--- src/rtl/esfa_cell_sequencer.sv ---
// Host-side sequencer for the MemoryCell command bus: one op at a time, broadcast, capture, reduce.
// INSERT runs as a free-cell scan followed by a one-edge update write and a release edge.
module esfa_cell_sequencer #(
  parameter int          N_CELLS  = 8,
  parameter int          RESP_LAT = 1,
  parameter logic [7:0]  IDLE_SEL = 8'd8
) (
  input  logic                   clk,
  input  logic                   reset,
  input  logic                   req_valid,
  output logic                   req_ready,
  input  logic [2:0]             req_op,
  input  logic [7:0]             req_meta,
  input  logic [7:0]             req_index,
  input  logic [7:0]             req_value,
  output logic                   rsp_valid,
  input  logic                   rsp_ready,
  output logic                   rsp_hit,
  output logic                   rsp_err,
  output logic [7:0]             rsp_cell,
  output logic [7:0]             rsp_value,
  output logic [7:0]             rsp_context,
  output logic [7:0]             cell_selector,
  output logic [7:0]             cell_metadata,
  output logic                   cell_is_meta,
  output logic [7:0]             cell_index,
  output logic [7:0]             cell_value,
  input  logic [N_CELLS-1:0]     cell_bool,
  input  logic [8*N_CELLS-1:0]   cell_result,
  input  logic [8*N_CELLS-1:0]   cell_context
);

  typedef enum logic [2:0] {
    S_IDLE    = 3'd0,
    S_WAIT    = 3'd1,
    S_CAPTURE = 3'd2,
    S_WRITE   = 3'd3,
    S_RELEASE = 3'd4,
    S_RESP    = 3'd5
  } state_t;

  localparam logic [2:0] OP_LOOKUP    = 3'd0;
  localparam logic [2:0] OP_ENCODE    = 3'd1;
  localparam logic [2:0] OP_ENRANK    = 3'd2;
  localparam logic [2:0] OP_INSERT    = 3'd3;
  localparam logic [2:0] OP_CONG_UP   = 3'd4;
  localparam logic [2:0] OP_CONG_DOWN = 3'd5;
  localparam logic [2:0] OP_FREE_CNT  = 3'd6;

  localparam logic [7:0] SEL_UPDATE    = 8'd0;
  localparam logic [7:0] SEL_LOOKUP    = 8'd1;
  localparam logic [7:0] SEL_ENCODE    = 8'd2;
  localparam logic [7:0] SEL_CONG_UP   = 8'd3;
  localparam logic [7:0] SEL_CONG_DOWN = 8'd4;
  localparam logic [7:0] SEL_FREE      = 8'd5;
  localparam logic [7:0] SEL_ENRANK    = 8'd6;

  localparam logic [7:0] WAIT_INIT = 8'(RESP_LAT - 1);

  state_t      state_q, state_d;
  logic [2:0]  op_q, op_d;
  logic [7:0]  wait_q, wait_d;
  logic        ready_q, ready_d;
  logic        rsp_valid_q, rsp_valid_d;
  logic        rsp_hit_q, rsp_hit_d;
  logic        rsp_err_q, rsp_err_d;
  logic [7:0]  rsp_cell_q, rsp_cell_d;
  logic [7:0]  rsp_value_q, rsp_value_d;
  logic [7:0]  rsp_context_q, rsp_context_d;
  logic [7:0]  sel_q, sel_d;
  logic [7:0]  meta_q, meta_d;
  logic        is_meta_q, is_meta_d;
  logic [7:0]  index_q, index_d;
  logic [7:0]  value_q, value_d;

  // Reduction over the sampled cell buses: priority to the lowest-numbered hit.
  logic        any_hit;
  logic [7:0]  low_idx;
  logic [7:0]  low_res;
  logic [7:0]  low_ctx;
  logic [7:0]  pop_cnt;

  always_comb begin
    any_hit = 1'b0;
    low_idx = 8'd0;
    low_res = 8'd0;
    low_ctx = 8'd0;
    pop_cnt = 8'd0;
    for (int k = 0; k < N_CELLS; k++) begin
      if (cell_bool[k] && !any_hit) begin
        any_hit = 1'b1;
        low_idx = 8'(k);
        low_res = cell_result[8*k +: 8];
        low_ctx = cell_context[8*k +: 8];
      end
      pop_cnt = pop_cnt + 8'(cell_bool[k]);
    end
  end

  always_comb begin
    state_d       = state_q;
    op_d          = op_q;
    wait_d        = wait_q;
    rsp_valid_d   = rsp_valid_q;
    rsp_hit_d     = rsp_hit_q;
    rsp_err_d     = rsp_err_q;
    rsp_cell_d    = rsp_cell_q;
    rsp_value_d   = rsp_value_q;
    rsp_context_d = rsp_context_q;
    sel_d         = sel_q;
    meta_d        = meta_q;
    is_meta_d     = is_meta_q;
    index_d       = index_q;
    value_d       = value_q;

    case (state_q)
      S_IDLE: begin
        if (req_valid) begin
          op_d      = req_op;
          meta_d    = req_meta;
          index_d   = req_index;
          value_d   = req_value;
          is_meta_d = 1'b1;
          wait_d    = WAIT_INIT;
          state_d   = S_WAIT;
          case (req_op)
            OP_LOOKUP:    sel_d = SEL_LOOKUP;
            OP_ENCODE:    sel_d = SEL_ENCODE;
            OP_ENRANK:    sel_d = SEL_ENRANK;
            OP_INSERT:    sel_d = SEL_FREE;
            OP_FREE_CNT:  sel_d = SEL_FREE;
            OP_CONG_UP: begin
              sel_d   = SEL_CONG_UP;
              state_d = S_WRITE;
            end
            OP_CONG_DOWN: begin
              sel_d   = SEL_CONG_DOWN;
              state_d = S_WRITE;
            end
            default: begin
              // Reserved op: answer immediately, never touch the bus.
              sel_d         = IDLE_SEL;
              meta_d        = 8'd0;
              index_d       = 8'd0;
              value_d       = 8'd0;
              is_meta_d     = 1'b0;
              state_d       = S_RESP;
              rsp_valid_d   = 1'b1;
              rsp_err_d     = 1'b1;
              rsp_hit_d     = 1'b0;
              rsp_cell_d    = 8'd0;
              rsp_value_d   = 8'd0;
              rsp_context_d = 8'd0;
            end
          endcase
        end
      end

      S_WAIT: begin
        if (wait_q == 8'd0) begin
          state_d = S_CAPTURE;
        end else begin
          wait_d = wait_q - 8'd1;
        end
      end

      S_CAPTURE: begin
        sel_d         = IDLE_SEL;
        is_meta_d     = 1'b0;
        rsp_err_d     = 1'b0;
        rsp_hit_d     = any_hit;
        rsp_cell_d    = low_idx;
        rsp_value_d   = low_res;
        rsp_context_d = low_ctx;
        rsp_valid_d   = 1'b1;
        state_d       = S_RESP;
        if (op_q == OP_INSERT) begin
          if (!any_hit) begin
            rsp_err_d     = 1'b1;
            rsp_hit_d     = 1'b0;
            rsp_cell_d    = 8'd0;
            rsp_value_d   = 8'd0;
            rsp_context_d = 8'd0;
          end else begin
            // Update write to the free cell; its handle rides on the metadata bus.
            sel_d       = SEL_UPDATE;
            meta_d      = low_idx;
            is_meta_d   = 1'b1;
            rsp_valid_d = 1'b0;
            state_d     = S_WRITE;
          end
        end else if (op_q == OP_FREE_CNT) begin
          rsp_hit_d     = (pop_cnt != 8'd0);
          rsp_cell_d    = 8'd0;
          rsp_value_d   = pop_cnt;
          rsp_context_d = 8'd0;
        end
      end

      S_WRITE: begin
        sel_d     = IDLE_SEL;
        is_meta_d = 1'b0;
        state_d   = S_RELEASE;
      end

      S_RELEASE: begin
        rsp_valid_d = 1'b1;
        rsp_err_d   = 1'b0;
        rsp_hit_d   = 1'b1;
        state_d     = S_RESP;
        if (op_q == OP_INSERT) begin
          rsp_cell_d    = meta_q;
          rsp_value_d   = meta_q;
          rsp_context_d = meta_q;
        end else begin
          rsp_cell_d    = 8'd0;
          rsp_value_d   = 8'd0;
          rsp_context_d = 8'd0;
        end
      end

      S_RESP: begin
        if (rsp_ready) begin
          rsp_valid_d = 1'b0;
          state_d     = S_IDLE;
        end
      end

      default: state_d = S_IDLE;
    endcase

    ready_d = (state_d == S_IDLE);
  end

  always_ff @(posedge clk) begin
    if (!reset) begin
      state_q       <= S_IDLE;
      op_q          <= 3'd0;
      wait_q        <= 8'd0;
      ready_q       <= 1'b0;
      rsp_valid_q   <= 1'b0;
      rsp_hit_q     <= 1'b0;
      rsp_err_q     <= 1'b0;
      rsp_cell_q    <= 8'd0;
      rsp_value_q   <= 8'd0;
      rsp_context_q <= 8'd0;
      sel_q         <= IDLE_SEL;
      meta_q        <= 8'd0;
      is_meta_q     <= 1'b0;
      index_q       <= 8'd0;
      value_q       <= 8'd0;
    end else begin
      state_q       <= state_d;
      op_q          <= op_d;
      wait_q        <= wait_d;
      ready_q       <= ready_d;
      rsp_valid_q   <= rsp_valid_d;
      rsp_hit_q     <= rsp_hit_d;
      rsp_err_q     <= rsp_err_d;
      rsp_cell_q    <= rsp_cell_d;
      rsp_value_q   <= rsp_value_d;
      rsp_context_q <= rsp_context_d;
      sel_q         <= sel_d;
      meta_q        <= meta_d;
      is_meta_q     <= is_meta_d;
      index_q       <= index_d;
      value_q       <= value_d;
    end
  end

  assign req_ready     = ready_q;
  assign rsp_valid     = rsp_valid_q;
  assign rsp_hit       = rsp_hit_q;
  assign rsp_err       = rsp_err_q;
  assign rsp_cell      = rsp_cell_q;
  assign rsp_value     = rsp_value_q;
  assign rsp_context   = rsp_context_q;
  assign cell_selector = sel_q;
  assign cell_metadata = meta_q;
  assign cell_is_meta  = is_meta_q;
  assign cell_index    = index_q;
  assign cell_value    = value_q;

endmodule

--- config.mk ---
export PLATFORM = sky130hd
export DESIGN_NAME = esfa_cell_sequencer
export DESIGN_NICKNAME = d
export VERILOG_FILES = /design/src/rtl/esfa_cell_sequencer.sv
export SDC_FILE = /design/constraint.sdc
export NUM_CORES = 1
export LEC_CHECK = 0
export CORE_MARGIN = 4
export CORE_UTILIZATION = 44
export DETAILED_ROUTE_END_ITERATION = 8
export PLACE_DENSITY = 0.9
export SLEW_MARGIN = 20
export SYNTH_ARGS = -nofsm -noshare
export SYNTH_HDL_FRONTEND = slang
export SYNTH_SLANG_ARGS = --single-unit
--- constraint.sdc ---
create_clock -name clk -period 7.3 [get_ports clk]
set_input_delay 2.19 -clock clk [delete_from_list [all_inputs] [get_ports clk]]
set_output_delay 2.19 -clock clk [all_outputs]
set_load 0.01 [all_outputs]
Yosys cells after proc, flatten, opt, wreduce, memory -nomap -nowiden
Cells that the tools add are included.
{"block": "op_classes", "add_sub_neg": 8, "eq_ne": 19, "mux": 86, "reduce_logical": 34}
{"operator": "$mux 8", "count": 43}
{"operator": "$pmux 8 s3", "count": 4}
{"operator": "$pmux 8 s2", "count": 2}
{"operator": "$pmux 4 s6", "count": 1}
{"operator": "$mux 1", "count": 23}
{"operator": "$eq 3x3->1 const B", "count": 6}
{"operator": "$pmux 3 s6", "count": 1}
{"operator": "$eq 3x2->1 const B", "count": 5}
{"operator": "$mux 3", "count": 5}
{"operator": "$ne 2x2->1 const B", "count": 6}
{"operator": "$logic_not 3->1", "count": 3}
{"operator": "$pmux 1 s3", "count": 3}
{"operator": "$add 7x1->8", "count": 1}
{"operator": "$logic_not 8->1", "count": 1}
{"operator": "$mux 4", "count": 2}
{"operator": "$reduce_and 4->1", "count": 2}
{"operator": "$reduce_bool 8->1", "count": 1}
{"operator": "$sub 8x1->8 const B", "count": 1}
{"operator": "$add 6x1->7", "count": 1}
{"operator": "$logic_and 1x1->1", "count": 7}
{"operator": "$logic_not 1->1", "count": 7}
{"operator": "$reduce_or 7->1", "count": 1}
{"operator": "$add 5x1->6", "count": 1}
{"operator": "$eq 3x1->1 const B", "count": 2}
{"operator": "13 further kinds", "count": 18}
{"block": "totals", "reg_bits": 75}

Longest topological paths before layout
{"block": "logic_depth", "word_depth": 26, "ltp_mapped": 13, "depth_no_buf": 12}

Worst setup path before layout
OpenSTA, ideal clock, no wires.
{"block": "synth_path", "path_type": "input to register", "startpoint": "input port cell_bool[3]", "endpoint": "register rsp_value_q[2], in the netlist rsp_value[2]", "setup_time_ns": 0.134, "arrival_time_ns": 5.335, "t_required_ns": 7.166, "slack_ns": 1.831, "cell_stages": 12, "path_cell_list": "clkbuf_1 -> inv_1 -> fa_1 -> fa_1 -> fa_1 -> inv_1 -> ha_1 -> fa_1 -> xor2_1 -> a221o_1 -> a21oi_1 -> o22ai_1"}
{"block": "synth_between", "elab_chain_len": 17}
{"element": "start: declaration", "line_no": "28", "rtl": "input logic [N_CELLS-1:0] cell_bool,"}
{"element": "parallel branches: the longest is 15 deep, another holds $add 7x1->8"}
{"element": "$mux 8 (*)", "line_no": "177", "rtl": "if (op_q == OP_INSERT) begin"}
{"element": "$pmux 8 s3 (*)", "line_no": "116", "rtl": "case (state_q)"}
{"element": "end signal: assignment", "line_no": "261", "rtl": "rsp_value_q <= rsp_value_d;"}
{"element": "end: declaration", "line_no": "68", "rtl": "logic [7:0] rsp_value_q, rsp_value_d;"}
Mark *: on every way between the ends.
A chain may end at the register's enable or synchronous reset.

Worst setup path in the final report
{"block": "layout_path", "startpoint": "input port cell_bool[3]", "endpoint": "register rsp_value_q[1], in the netlist rsp_value[1]"}
The elaborated chain is that of the path after synthesis.

==> impl_metrics.csv <==
group,metric,value,unit
logic_synthesis,synth-seq-area-share,0.318,
floorplan,die_area,11800,um2
sta,final.setup.tns,0,ns
floorplan,dieWidth,109,um
grt,grt_pass1_vias,5131,
drt,drc,0,
logic_synthesis,synthTopCellsByArea,"dfxtp_1, a22oi_1, a21oi_1",
layout,layout-drive-gt1-share,0.0553,
worst_setup_path,critPathLaunchType,"input port",
logic_synthesis,synthTopCellsByCount,"dfxtp_1, nand2_1, nor2_1",
sta,finalSetupViolCount,0,
grt,antenna_found_initial,0,
placement,hpwl,14300,um
logic_synthesis,synth-main-ff-cell,"dfxtp_1",
worst_setup_path,required,7.53,ns
clock_network,cts_resized,0,
clock_network,cts_tree,"built",
worst_setup_path,reg2reg_from,"state_q[1]$_SDFF_PN0_",
sta,finClkSkew,0.0110,ns
clock_network,cts_made_buffers,9,
worst_setup_path,worstSetupEndpointType,"flip-flop",
worst_hold_path,whs_path_depth,2,
clock_network,clk_latency,0.35,ns
clock_network,root_buffer,"clkbuf_8",
power,irDropWorstVdd,0.000187,V
floorplan,row_count,36,
logic_synthesis,yosysWarnings,0,
drt,firstDrtPassIters,5,
clock_network,post-cts-setup-buffer-count,0,
logic_synthesis,yosysTopAreaCell,"dfxtp_1",
status,status,"complete, no violations",
floorplan,die_y,109,um
power,power_density,237,nW/um2
drt,vias_per_cell,6.09,
sta,maxSlewHeadroom,0.280,
floorplan,top_level_ports,228,
sta,slew_violations,0,
sta,period_needed,5.80,ns
worst_setup_path,reg2reg_to,"cell_index[3]$_SDFFE_PN0P_",
grt,grt_max_degree,36,
clock_network,cts-hold-fix-buffers,0,
worst_hold_path,worstHoldEndpoint,"rsp_cell[4]$_SDFFE_PN0P_",
sta,layout_setup_ws,1.50,ns
placement,port_buffers,223,
drt,ant_nets,0,
power,leakage,2.49,nW
placement,gp_congestion,0.907,
worst_setup_path,worst-r2r-setup-slack,4.70,ns
layout,insertedDiodeCount,0,
grt,overflow,0,
worst_setup_path,arrival,6.03,ns
worst_hold_path,hold_class,"reg -> reg",
clock_network,clk_path_buf_depth,2,
clock_network,h-tree-depth,3,
drt,wire_per_inst,20.7,um
grt,grt_use_total,0.297,
logic_synthesis,postSynthCellCount,540,
sta,max_freq,0.172,GHz
layout,area_growth,54.3,%
drt,wl,18100,um
worst_setup_path,cp-startpoint,"cell_bool[3]",
logic_synthesis,synth_edf_count,0,
worst_setup_path,worstPathMaxFanout,14,
drt,num_vias,5325,
worst_setup_path,r2r_cells,4,
clock_network,clkSlewWorstSetupHoldPaths,0.08,ns
logic_synthesis,ys_seq_elements,71,
clock_network,clock-sinks,71,
logic_synthesis,synthesis.area,4470,um2
logic_synthesis,synth_area_per_cell,8.28,um2
worst_setup_path,setup.worst_path.class,"in -> reg",
placement,preCtsSetupSlack,1.18,ns
sta,rsz0062_at_grt,"no",
floorplan,start_util,0.456,
sta,period_share,0.795,
worst_hold_path,min_from,"rsp_cell[4]$_SDFFE_PN0P_",
grt,grt_pass1_wl,27300,um
logic_synthesis,ys_async_sr_fraction,0,
drt,drt_first_iter_violations,468,
logic_synthesis,ys_types,73,
layout,fin_nets,917,
job,maxCapViolCount,0,
floorplan,core_area,9820,um2
logic_synthesis,yosysMostFrequentCell,"dfxtp_1",
sta,finalHoldViolations,0,
logic_synthesis,synth.top_cell.area_share,0.318,
sta,max_slew.worst_pin.slew,1.08,ns
report_power, final:
part,leakage (nW),switching [mW],total [mW],internal (mW)
logic,1.81,0.379,0.760,0.381
registers,0.580,0.0915,0.568,0.477
clock network,0.0988,0.150,0.305,0.155
routing by layer:
layer | wire [um] | global-route usage | part of all wire | vias to the layer above
met5 | 0 | 0 | 0 | -
met4 | 571 | 0.0956 | 0.032 | 0
met2 | 8770 | 0.493 | 0.49 | 309
met1 | 7080 | 0.390 | 0.39 | 2510
li1 | - | - | - | 2452
met3 | 1650 | 0.0574 | 0.091 | 54
layout by cell type (no fill, tap or decap), types with 14 or more instances in the layout:
cell / netlist / routed
o22ai_1: 17 / 17
a22oi_1: 35 / 35
a21oi_1: 35 / 35
nand2_1: 42 / 42
nor2_1: 42 / 42
clkdlybuf4s50_1: 0 / 223
a22o_1: 17 / 17
nand3_1: 18 / 18
o211ai_1: 14 / 14
dfxtp_1: 71 / 71
how the worst max path moves through the flow:
stage	end	slack, ns	cells after the start
after floorplan	rsp_value[2]$_SDFFE_PN0P_	1.83	12
after global placement	rsp_value[2]$_SDFFE_PN0P_	1.23	12
after detailed placement	rsp_value[2]$_SDFFE_PN0P_	1.18	12
after CTS	rsp_value[1]$_SDFFE_PN0P_	1.53	11
after global routing	rsp_value[1]$_SDFFE_PN0P_	1.33	11
final	rsp_value[1]$_SDFFE_PN0P_	1.50	11
sequential cells by signal, indices dropped and copies added, names as in the netlist, 3 cells and up:
register / flops
cell_metadata: 8
state_q: 3
wait_q: 8
rsp_context: 8
cell_selector: 4
rsp_value: 8
rsp_cell: 8
cell_value: 8
cell_index: 8
op_q: 3
metrics by stage:
stage          total power, mW  hold WS, ns  instances  area [um2]  utilization
6_report                  1.63        0.471        875        6900        0.703
5_1_grt                   1.73        0.491        875        6900        0.703
4_1_cts                   1.62        0.470        874        6890        0.702
3_5_place_dp              1.31        0.452        859        6710        0.683
3_3_place_gp              1.29        0.449        859        6710        0.683
2_1_floorplan             1.01        0.461        543        4480            -
area by class of cell:
| type | instances | area [um2] |
|---|---|---|
| clock buffer | 9 | 124 |
| inverter | 15 | 56.3 |
| clock inverter | 6 | 62.6 |
| timing repair buffer | 229 | 2280 |
| fill | 813 | 2920 |
| multi-input combinational | 412 | 2790 |
| sequential | 71 | 1420 |
| tap | 133 | 166 |
critical path: stages:
cell and delay (ns):
clkdlybuf4s50_1 0.77, inv_1 0.17, fa_1 0.53, fa_1 0.43, fa_1 0.51, inv_1 0.05
ha_1 0.21, fa_1 0.51, a221o_1 0.36, a211oi_1 0.22, a21oi_1 0.09
cell families after synthesis:
group,after synthesis,share of synthesized area
AND/OR/NAND/NOR,170,0.200
multiplexers,1,0.00224
XOR/XNOR,10,0.0196
AO/OA/AOI/OAI,215,0.357
other,1,0.000838
adder cells (fa/ha/maj),12,0.0403
flip-flops,71,0.318
buffers and inverters,60,0.0624
Power figures use the tool's default switching activity.
